--- config.mk ---
export PLATFORM = sky130hd
export DESIGN_NAME = write_back_unit
export DESIGN_NICKNAME = d
export VERILOG_FILES = /design/src/rtl/write_back_unit_pkg.sv /design/src/rtl/write_back_unit_store_fifo.sv /design/src/rtl/write_back_unit.sv
export SDC_FILE = /design/constraint.sdc
export NUM_CORES = 1
export LEC_CHECK = 0
export ABC_AREA = 1
export ABC_CLOCK_PERIOD_IN_PS = 3200
export BUFFER_PORTS_ARGS = -buffer_cell sky130_fd_sc_hd__buf_2
export CORE_MARGIN = 2
export CORE_UTILIZATION = 37
export DETAILED_ROUTE_END_ITERATION = 8
export HOLD_SLACK_MARGIN = 0.15
export SYNTH_ARGS = -nofsm -noshare
export SYNTH_HDL_FRONTEND = slang
export SYNTH_SLANG_ARGS = --single-unit
export TNS_END_PERCENT = 5
--- constraint.sdc ---
create_clock -name clk -period 3.2 [get_ports clk]
set_clock_uncertainty 0.05 [all_clocks]
set_input_delay 0.32 -clock clk [delete_from_list [all_inputs] [get_ports clk]]
set_output_delay 0.32 -clock clk [all_outputs]
set_load 0.01 [all_outputs]
--- src/rtl/write_back_unit_pkg.sv ---
// Shared definitions for the writeback stage: write-mode encodings and
// default widths, reused by the decode and memory stages.
package write_back_unit_pkg;

  localparam int WB_DATA_W   = 16;
  localparam int WB_ADDR_W   = 16;
  localparam int WB_REG_ID_W = 4;

  typedef enum logic [1:0] {
    WM_NOP  = 2'b00,
    WM_REG  = 2'b01,
    WM_MEM  = 2'b10,
    WM_BOTH = 2'b11
  } wmode_e;

  // True when the mode retires a value to the register file.
  function automatic logic wm_has_reg(input logic [1:0] m);
    return (m == WM_REG) || (m == WM_BOTH);
  endfunction

  // True when the mode pushes a store into the store buffer.
  function automatic logic wm_has_mem(input logic [1:0] m);
    return (m == WM_MEM) || (m == WM_BOTH);
  endfunction

endpackage

--- src/rtl/write_back_unit_store_fifo.sv ---
// wb_store_fifo: in-order store buffer with head/tail pointers and an
// occupancy count. Optional load forwarding search is built when
// WB_STORE_FORWARD_EN is defined; otherwise ld_hit/ld_data are tied to 0.
module wb_store_fifo
  import write_back_unit_pkg::*;
#(
  parameter int DATA_W   = WB_DATA_W,
  parameter int ADDR_W   = WB_ADDR_W,
  parameter int SB_DEPTH = 4,
  localparam int PTR_W   = $clog2(SB_DEPTH),
  localparam int CNT_W   = PTR_W + 1
) (
  input  logic              clk,
  input  logic              rst,
  input  logic              push_i,
  input  logic [ADDR_W-1:0] push_addr_i,
  input  logic [DATA_W-1:0] push_data_i,
  input  logic              pop_i,
  input  logic [ADDR_W-1:0] ld_addr_i,
  output logic [ADDR_W-1:0] head_addr_o,
  output logic [DATA_W-1:0] head_data_o,
  output logic [CNT_W-1:0]  count_o,
  output logic              ld_hit_o,
  output logic [DATA_W-1:0] ld_data_o
);

  logic [ADDR_W-1:0] addr_q [SB_DEPTH];
  logic [DATA_W-1:0] data_q [SB_DEPTH];
  logic [PTR_W-1:0]  head_q, head_d, tail_q, tail_d;
  logic [CNT_W-1:0]  count_q, count_d;
  logic              empty;

  assign empty = (count_q == '0);

  // Pointer/count next state; caller guarantees no push when full, pop
  // is ignored while empty.
  always_comb begin
    head_d  = head_q;
    tail_d  = tail_q;
    count_d = count_q;
    if (push_i) tail_d = tail_q + PTR_W'(1);
    if (pop_i && !empty) head_d = head_q + PTR_W'(1);
    case ({push_i, pop_i && !empty})
      2'b10:   count_d = count_q + CNT_W'(1);
      2'b01:   count_d = count_q - CNT_W'(1);
      default: count_d = count_q;
    endcase
  end

  // Pointer and count registers; reset drops any queued store.
  always_ff @(posedge clk) begin
    if (rst) begin
      head_q  <= '0;
      tail_q  <= '0;
      count_q <= '0;
    end else begin
      head_q  <= head_d;
      tail_q  <= tail_d;
      count_q <= count_d;
    end
  end

  // Storage array is never cleared; stale entries are unreachable by count.
  always_ff @(posedge clk) begin
    if (push_i) begin
      addr_q[tail_q] <= push_addr_i;
      data_q[tail_q] <= push_data_i;
    end
  end

  assign count_o     = count_q;
  assign head_addr_o = empty ? '0 : addr_q[head_q];
  assign head_data_o = empty ? '0 : data_q[head_q];

`ifdef WB_STORE_FORWARD_EN
  // Walk valid entries oldest to youngest so the youngest match wins.
  always_comb begin
    logic [PTR_W-1:0] idx;
    ld_hit_o  = 1'b0;
    ld_data_o = '0;
    idx       = '0;
    for (int i = 0; i < SB_DEPTH; i++) begin
      idx = head_q + PTR_W'(i);
      if ((CNT_W'(i) < count_q) && (addr_q[idx] == ld_addr_i)) begin
        ld_hit_o  = 1'b1;
        ld_data_o = data_q[idx];
      end
    end
  end
`else
  logic unused_ld_addr;
  assign unused_ld_addr = ^ld_addr_i;
  assign ld_hit_o       = 1'b0;
  assign ld_data_o      = '0;
`endif

endmodule

--- src/rtl/write_back_unit.sv ---
// write_back_unit: final pipeline stage. Retires register writes one cycle
// after accept and queues stores into wb_store_fifo, drained via a req/ack
// memory handshake. Optional macro: WB_STORE_FORWARD_EN (load forwarding).
module write_back_unit
  import write_back_unit_pkg::*;
#(
  parameter int DATA_W   = WB_DATA_W,
  parameter int ADDR_W   = WB_ADDR_W,
  parameter int REG_ID_W = WB_REG_ID_W,
  parameter int SB_DEPTH = 4,
  localparam int CNT_W   = $clog2(SB_DEPTH) + 1
) (
  input  logic                clk,
  input  logic                rst,
  input  logic                in_valid,
  output logic                in_ready,
  input  logic [1:0]          in_write_mode,
  input  logic [REG_ID_W-1:0] in_reg_id,
  input  logic [ADDR_W-1:0]   in_mem_addr,
  input  logic [DATA_W-1:0]   in_value,
  output logic                reg_wr_en,
  output logic [REG_ID_W-1:0] reg_id,
  output logic [DATA_W-1:0]   reg_data,
  output logic                mem_wr_req,
  input  logic                mem_wr_ack,
  output logic [ADDR_W-1:0]   mem_addr,
  output logic [DATA_W-1:0]   mem_data,
  input  logic [ADDR_W-1:0]   ld_addr,
  output logic                ld_hit,
  output logic [DATA_W-1:0]   ld_data,
  output logic [CNT_W-1:0]    sb_count
);

  logic                accept, push, pop;
  logic                wr_en_q, wr_en_d;
  logic [REG_ID_W-1:0] id_q, id_d;
  logic [DATA_W-1:0]   data_q, data_d;

  // Ready depends only on the registered count, never on this cycle's ack.
  assign in_ready   = (sb_count < CNT_W'(SB_DEPTH));
  assign accept     = in_valid && in_ready;
  assign push       = accept && wm_has_mem(in_write_mode);
  assign mem_wr_req = (sb_count != '0);
  assign pop        = mem_wr_req && mem_wr_ack;

  // Register-write next state: strobe for one cycle, id/data hold otherwise.
  always_comb begin
    wr_en_d = 1'b0;
    id_d    = id_q;
    data_d  = data_q;
    if (accept && wm_has_reg(in_write_mode)) begin
      wr_en_d = 1'b1;
      id_d    = in_reg_id;
      data_d  = in_value;
    end
  end

  // Register-file write port registers.
  always_ff @(posedge clk) begin
    if (rst) begin
      wr_en_q <= 1'b0;
      id_q    <= '0;
      data_q  <= '0;
    end else begin
      wr_en_q <= wr_en_d;
      id_q    <= id_d;
      data_q  <= data_d;
    end
  end

  assign reg_wr_en = wr_en_q;
  assign reg_id    = id_q;
  assign reg_data  = data_q;

  wb_store_fifo #(
    .DATA_W   (DATA_W),
    .ADDR_W   (ADDR_W),
    .SB_DEPTH (SB_DEPTH)
  ) u_sb (
    .clk         (clk),
    .rst         (rst),
    .push_i      (push),
    .push_addr_i (in_mem_addr),
    .push_data_i (in_value),
    .pop_i       (pop),
    .ld_addr_i   (ld_addr),
    .head_addr_o (mem_addr),
    .head_data_o (mem_data),
    .count_o     (sb_count),
    .ld_hit_o    (ld_hit),
    .ld_data_o   (ld_data)
  );

endmodule

# == Word-level counts from Yosys, hierarchy flattened ==
# Memory sizes are Yosys's and may differ from the RTL's. A register that Yosys moved wholly into a read port is not among the register bits.
# Index checks and enable logic that the tools add are counted.
# op_classes
reduce_logical,11
n_mux,10
n_eq_ne,5
magnitude_cmp,1
addsub,4
# ops
cell,n
$mux 16,2
$mux 2,4
$eq 2x2->1 const B,3
$pmux 3 s2,1
$logic_and 1x1->1,5
$add 2x1->2 const B,2
$eq 2x1->1 const B,2
$add 3x1->3 const B,1
$logic_not 3->1,1
$lt 3x3->1 const B,1
$mux 1,3
$reduce_bool 3->1,1
$sub 3x1->3 const B,1
$logic_or 1x1->1,2
$reduce_bool 2->1,1
$logic_not 1->1,1
# totals
out_inout_bits,75
reg_bits,28
memories,2
mem_bits_rw,128
inputBits,58
# memory_table
name,words,width,read_ports,rd_ports_with_merged_regs,wr,line,source
u_sb.addr_q,4,16,1,1,1,write_back_unit_store_fifo.sv:27,logic [ADDR_W-1:0] addr_q [SB_DEPTH];
u_sb.data_q,4,16,1,1,1,write_back_unit_store_fifo.sv:28,logic [DATA_W-1:0] data_q [SB_DEPTH];

# == Logic depth before layout (Yosys ltp) ==
# logic_depth
ltp_word,5
ltp_mapped,14
ltp_nobuf,13

# == Hierarchy ==
# A second synthesis with hierarchy kept.
# hier_totals
cells_unflattened,596
hier_area_um2,6449.9
# by_module_without_submodules
module,n_inst,area_per_inst_um2,cells_per_inst
wb_store_fifo,1,5561.6,461
write_back_unit,1,888.4,135

# == Worst setup path before layout ==
# Ideal clock, no wire load.
# synth_path
path_kind,flip-flop to flip-flop
start,reg u_sb.count_q[2] (netlist: u_sb.count_o[2])
end,"mem u_sb.addr_q[0][0] in the netlist's numbering, enable pin"
path_stages_with_launch,4
synth_period_minus_slack_ns,2.475
setup_ns,0.421
slack_ns,0.725
arrival_ns,2.004
n_path_buf,0
path_cell_list,dfxtp_1 -> inv_2 -> nand3_2 -> nor2_1
# synth_via
elab_chain_cells,5
# synth_lines
item,line,source
from (decl),write_back_unit_store_fifo.sv:30,"logic [CNT_W-1:0] count_q, count_d;"
from (signal assigned),write_back_unit_store_fifo.sv:59,count_q <= count_d;
$lt 3x3->1,write_back_unit.sv:40,assign in_ready = (sb_count < CNT_W'(SB_DEPTH));
named net in_ready,write_back_unit.sv:16,"output logic in_ready,"
$logic_and 1x1->1,write_back_unit.sv:41,assign accept = in_valid && in_ready;
$logic_and 1x1->1,write_back_unit.sv:42,assign push = accept && wm_has_mem(in_write_mode);
$mux 1,write_back_unit_store_fifo.sv:65,if (push_i) begin
$mux 1 (implied by the code),write_back_unit_store_fifo.sv:66,addr_q[tail_q] <= push_addr_i;
to (decl),write_back_unit_store_fifo.sv:27,
# The timed path passes the listed nets, and every way through them passes these cells.

==> results.toml <==
[power_and_ir_drop]
sequentialPowerShare_pct = 40.5
power_mw = 5.95
clockPowerShare_pct = 32.9
switchingPower_mw = 1.91
ir_worst_vdd_uv = 416
switching_share_pct = 32.0
p_per_area_nw_per_um2 = 745
p_leak_nw = 3.28
p_comb_share_pct = 26.5
power.internal_mw = 4.05

[setup_path]
regToRegSetupSlack_ps = 1130
crit_slowest_cell = "inv_2"
r2r-start = "u_sb.count_o[2]"
cpMostUsedCell = "nand2_1"
end_kind = "output pin"
worst-path-max-fanout = 36
reg2reg_to = "u_sb.data_q[2][2]"
worst-path-buf-inv = 3
cp_num_cells = 7
cp_slowest_stage_delay_ps = 490
crit_required_ps = 2830
rr_worst_depth = 4
crit_arrival_ps = 2120
cpLargestDelayFamily = "buffers and inverters"
path_cells = "inv_2, buf_4, nand2_1, nand2_1, nand2_1, a21oi_1, buf_2"
crit_path_start_kind = "flip-flop"
criticalPathCategory = "flip-flop to output pin"

[yosys]
synth_top_area_share_pct = 60.2
synth_edf_count = 128
async_flop_share_pct = 0
yosysSeqAreaShare_pct = 69.6
yosysWarnings = 0
syn-instance-count = 579
synth_common_cells = "136 x nand2_1, 128 x edfxtp_1, 74 x nor2_1, 58 x a21oi_1, 36 x inv_1"
yosys.area.top_type = "edfxtp_1"
ys_types = 20
synth_area_per_cell_um2 = 11.0
netlist_top_cells_area = "edfxtp_1 60%, dfxtp_1 9.4%, nand2_1 8.0%"
synthesis.area_um2 = 6380
synthFlopType = "edfxtp_1"
yosysMostFrequentCell = "nand2_1"
ys_seq_elements = 158

[sta]
period_minus_slack_ps = 2490
hold_slack_ps = 338
tns_ps = 0
setup_violations = 0
rsz0062_at_grt = "no"
tightestPinTransition_ps = 821
fmax_mhz = 402
slew_viol_final = 0
slew_headroom_pct = 45.1
hold_viol_final = 0
period_share_pct = 77.7

[detailed_routing]
wl_um = 13600
route.detailed.drc = 0
ant_nets = 0
wire_per_inst_um = 14.2
drtIter0Drc = 296
dr.pass1.iters = 6
via_count = 4396
vias_per_cell = 4.60

[cells_and_area]
nets = 781
fillers = 1544
fin_util_pct = 46.9
diodes = 0
areaGrowthSynthToFinish_pct = 25.3
drive_gt1_share_pct = 20.8

[grt]
grt_pass1_vias = 4237
grt-ovfl-total = 0
grt_first_pass_wirelength_um = 21400
track_usage_pct = 15.6
antenna_found_initial = 0
grt_max_degree = 65

[clocking]
clockBufferDepth = 2
cts_buffers = 17
clk_root_buffer_cell = "clkbuf_16"
htreeDepth = 4
cts_tree = "built"
cts_sinks = 158
postCtsSetupBuffers = 0
clkTransAtPathRegs_ps = 70
ctsResizeCount = 0
clk-insertion-delay-late_ps = 430

[job]
drv_cap = 0

[placement]
gp_congestion = 0.725
post-dp-hpwl_um = 7790
portBuffers = 99

[floorplan]
die_area_um2 = 18300
die_width_um = 135
core_area_um2 = 17100
start_util_pct = 37.4
num_rows = 48
ios = 133
die_h_um = 135

[min_path]
holdCritPathClass = "input pin to flip-flop"
whs_endpoint = "u_sb.tail_q[1]"
min_from = "in_write_mode[1]"
hold_depth = 3

[outcome]
outcome = "finished, final reports clean"
-- how the worst max path moves through the flow --
| stage | from | endpoint | slack [ps] |
|---|---|---|---|
| 6_report | flip-flop | mem_data[13] | 710 |
| 5_1_grt | flip-flop | mem_data[13] | 530 |
| 4_1_cts | flip-flop | mem_data[10] | 670 |
| 3_5_place_dp | in_valid | u_sb.data_q[2][2] | 1080 |
| 3_3_place_gp | in_valid | u_sb.data_q[2][2] | 1090 |
| 2_1_floorplan | u_sb.count_o[2] | u_sb.addr_q[0][0] | 720 |
-- routing by layer --
metal | part of all wire, % | up-vias | wire length [µm] | track usage [%]
li1 | - | 2190 | - | -
met4 | 1.9 | 0 | 264 | 6.89
met3 | 4.6 | 23 | 630 | 3.97
met5 | 0 | - | 0 | 0
met1 | 45 | 2064 | 6100 | 19.2
met2 | 49 | 119 | 6610 | 26.1
-- cell type report --
type	instances	area (µm²)	share of cell area [%]
Clock buffer	21	482	6.03
Multi-Input combinational cell	353	1580	19.8
Clock inverter	11	100	1.25
Timing Repair Buffer	148	958	12.0
Tap cell	225	282	3.52
Sequential cell	158	4450	55.6
Inverter	39	146	1.83
-- cell families (layout without fill, tap and decap cells) --
kind of cell	count (synthesis)	count (layout)	share of synthesized area, %
buffers and inverters	84	219	7.00
AO/OA/AOI/OAI	114	114	8.94
adder cells (fa/ha/maj)	6	6	1.29
flip-flops	158	158	69.6
AND/OR/NAND/NOR	216	216	13.1
other	1	17	0.0588
-- repair_timing --
item                                   in CTS  in global routing
endpoints found under the hold margin     134                  0
setup endpoints to repair                   0                  0
hold buffers                               38                  0
-- power groups by stage --
stage          registers [mW]  clock network, mW  logic (mW)
2_1_floorplan            2.47                  0        1.01
3_3_place_gp             2.45                  0        1.54
3_5_place_dp             2.46                  0        1.56
4_1_cts                  2.41               1.99        1.60
5_1_grt                  2.43               2.08        1.79
6_report                 2.41               1.96        1.58
-- cell usage in the layout (no fill, tap or decap) --
master         Yosys  final
nand2_1          136    136
edfxtp_1         128    128
buf_2              6     99
nor2_1            74     70
a21oi_1           58     58
dlygate4sd3_1      0     38
inv_1             36     36
o21ai_1           29     29
dfxtp_1           30     29
o21ai_0           27     27
clkbuf_16          0     18
conb_1             1     17
buf_4             18     11
ha_1               5      5
nor2_4             0      4
inv_4              0      4
inv_2              3      3
nand3_2            3      3
inv_6              0      3
nand3_1            2      2
clkbuf_8           0      2
clkinv_2           0      2
nand4_1            1      1
fa_1               1      1
dfxtp_2            0      1
bufinv_16          0      1
clkinv_4           0      1
clkbuf_1          11      1
-- flip-flops by register name, summed over array words and instances, names as in the netlist, named ones only --
signal,cells
reg_data,16
reg_wr_en,1
u_sb.data_q,64
u_sb.head_q,2
u_sb.tail_q,2
u_sb.addr_q,64
reg_id,4
u_sb.count_o,3
-- worst register-to-register path: stages, from the launching register on --
cell and delay, ps:
dfxtp_1 330, inv_2 120, nand3_2 270, nor2_4 730
buf_4 290
-- metrics by stage --
stage	worst slack, ps	std cells	cell area (µm²)
2_1_floorplan	725	595	6440
3_3_place_gp	1090	885	7030
3_5_place_dp	1080	885	7030
4_1_cts	675	955	8000
5_1_grt	531	955	8000
6_report	712	955	8000
Power figures use the tool's default switching activity.
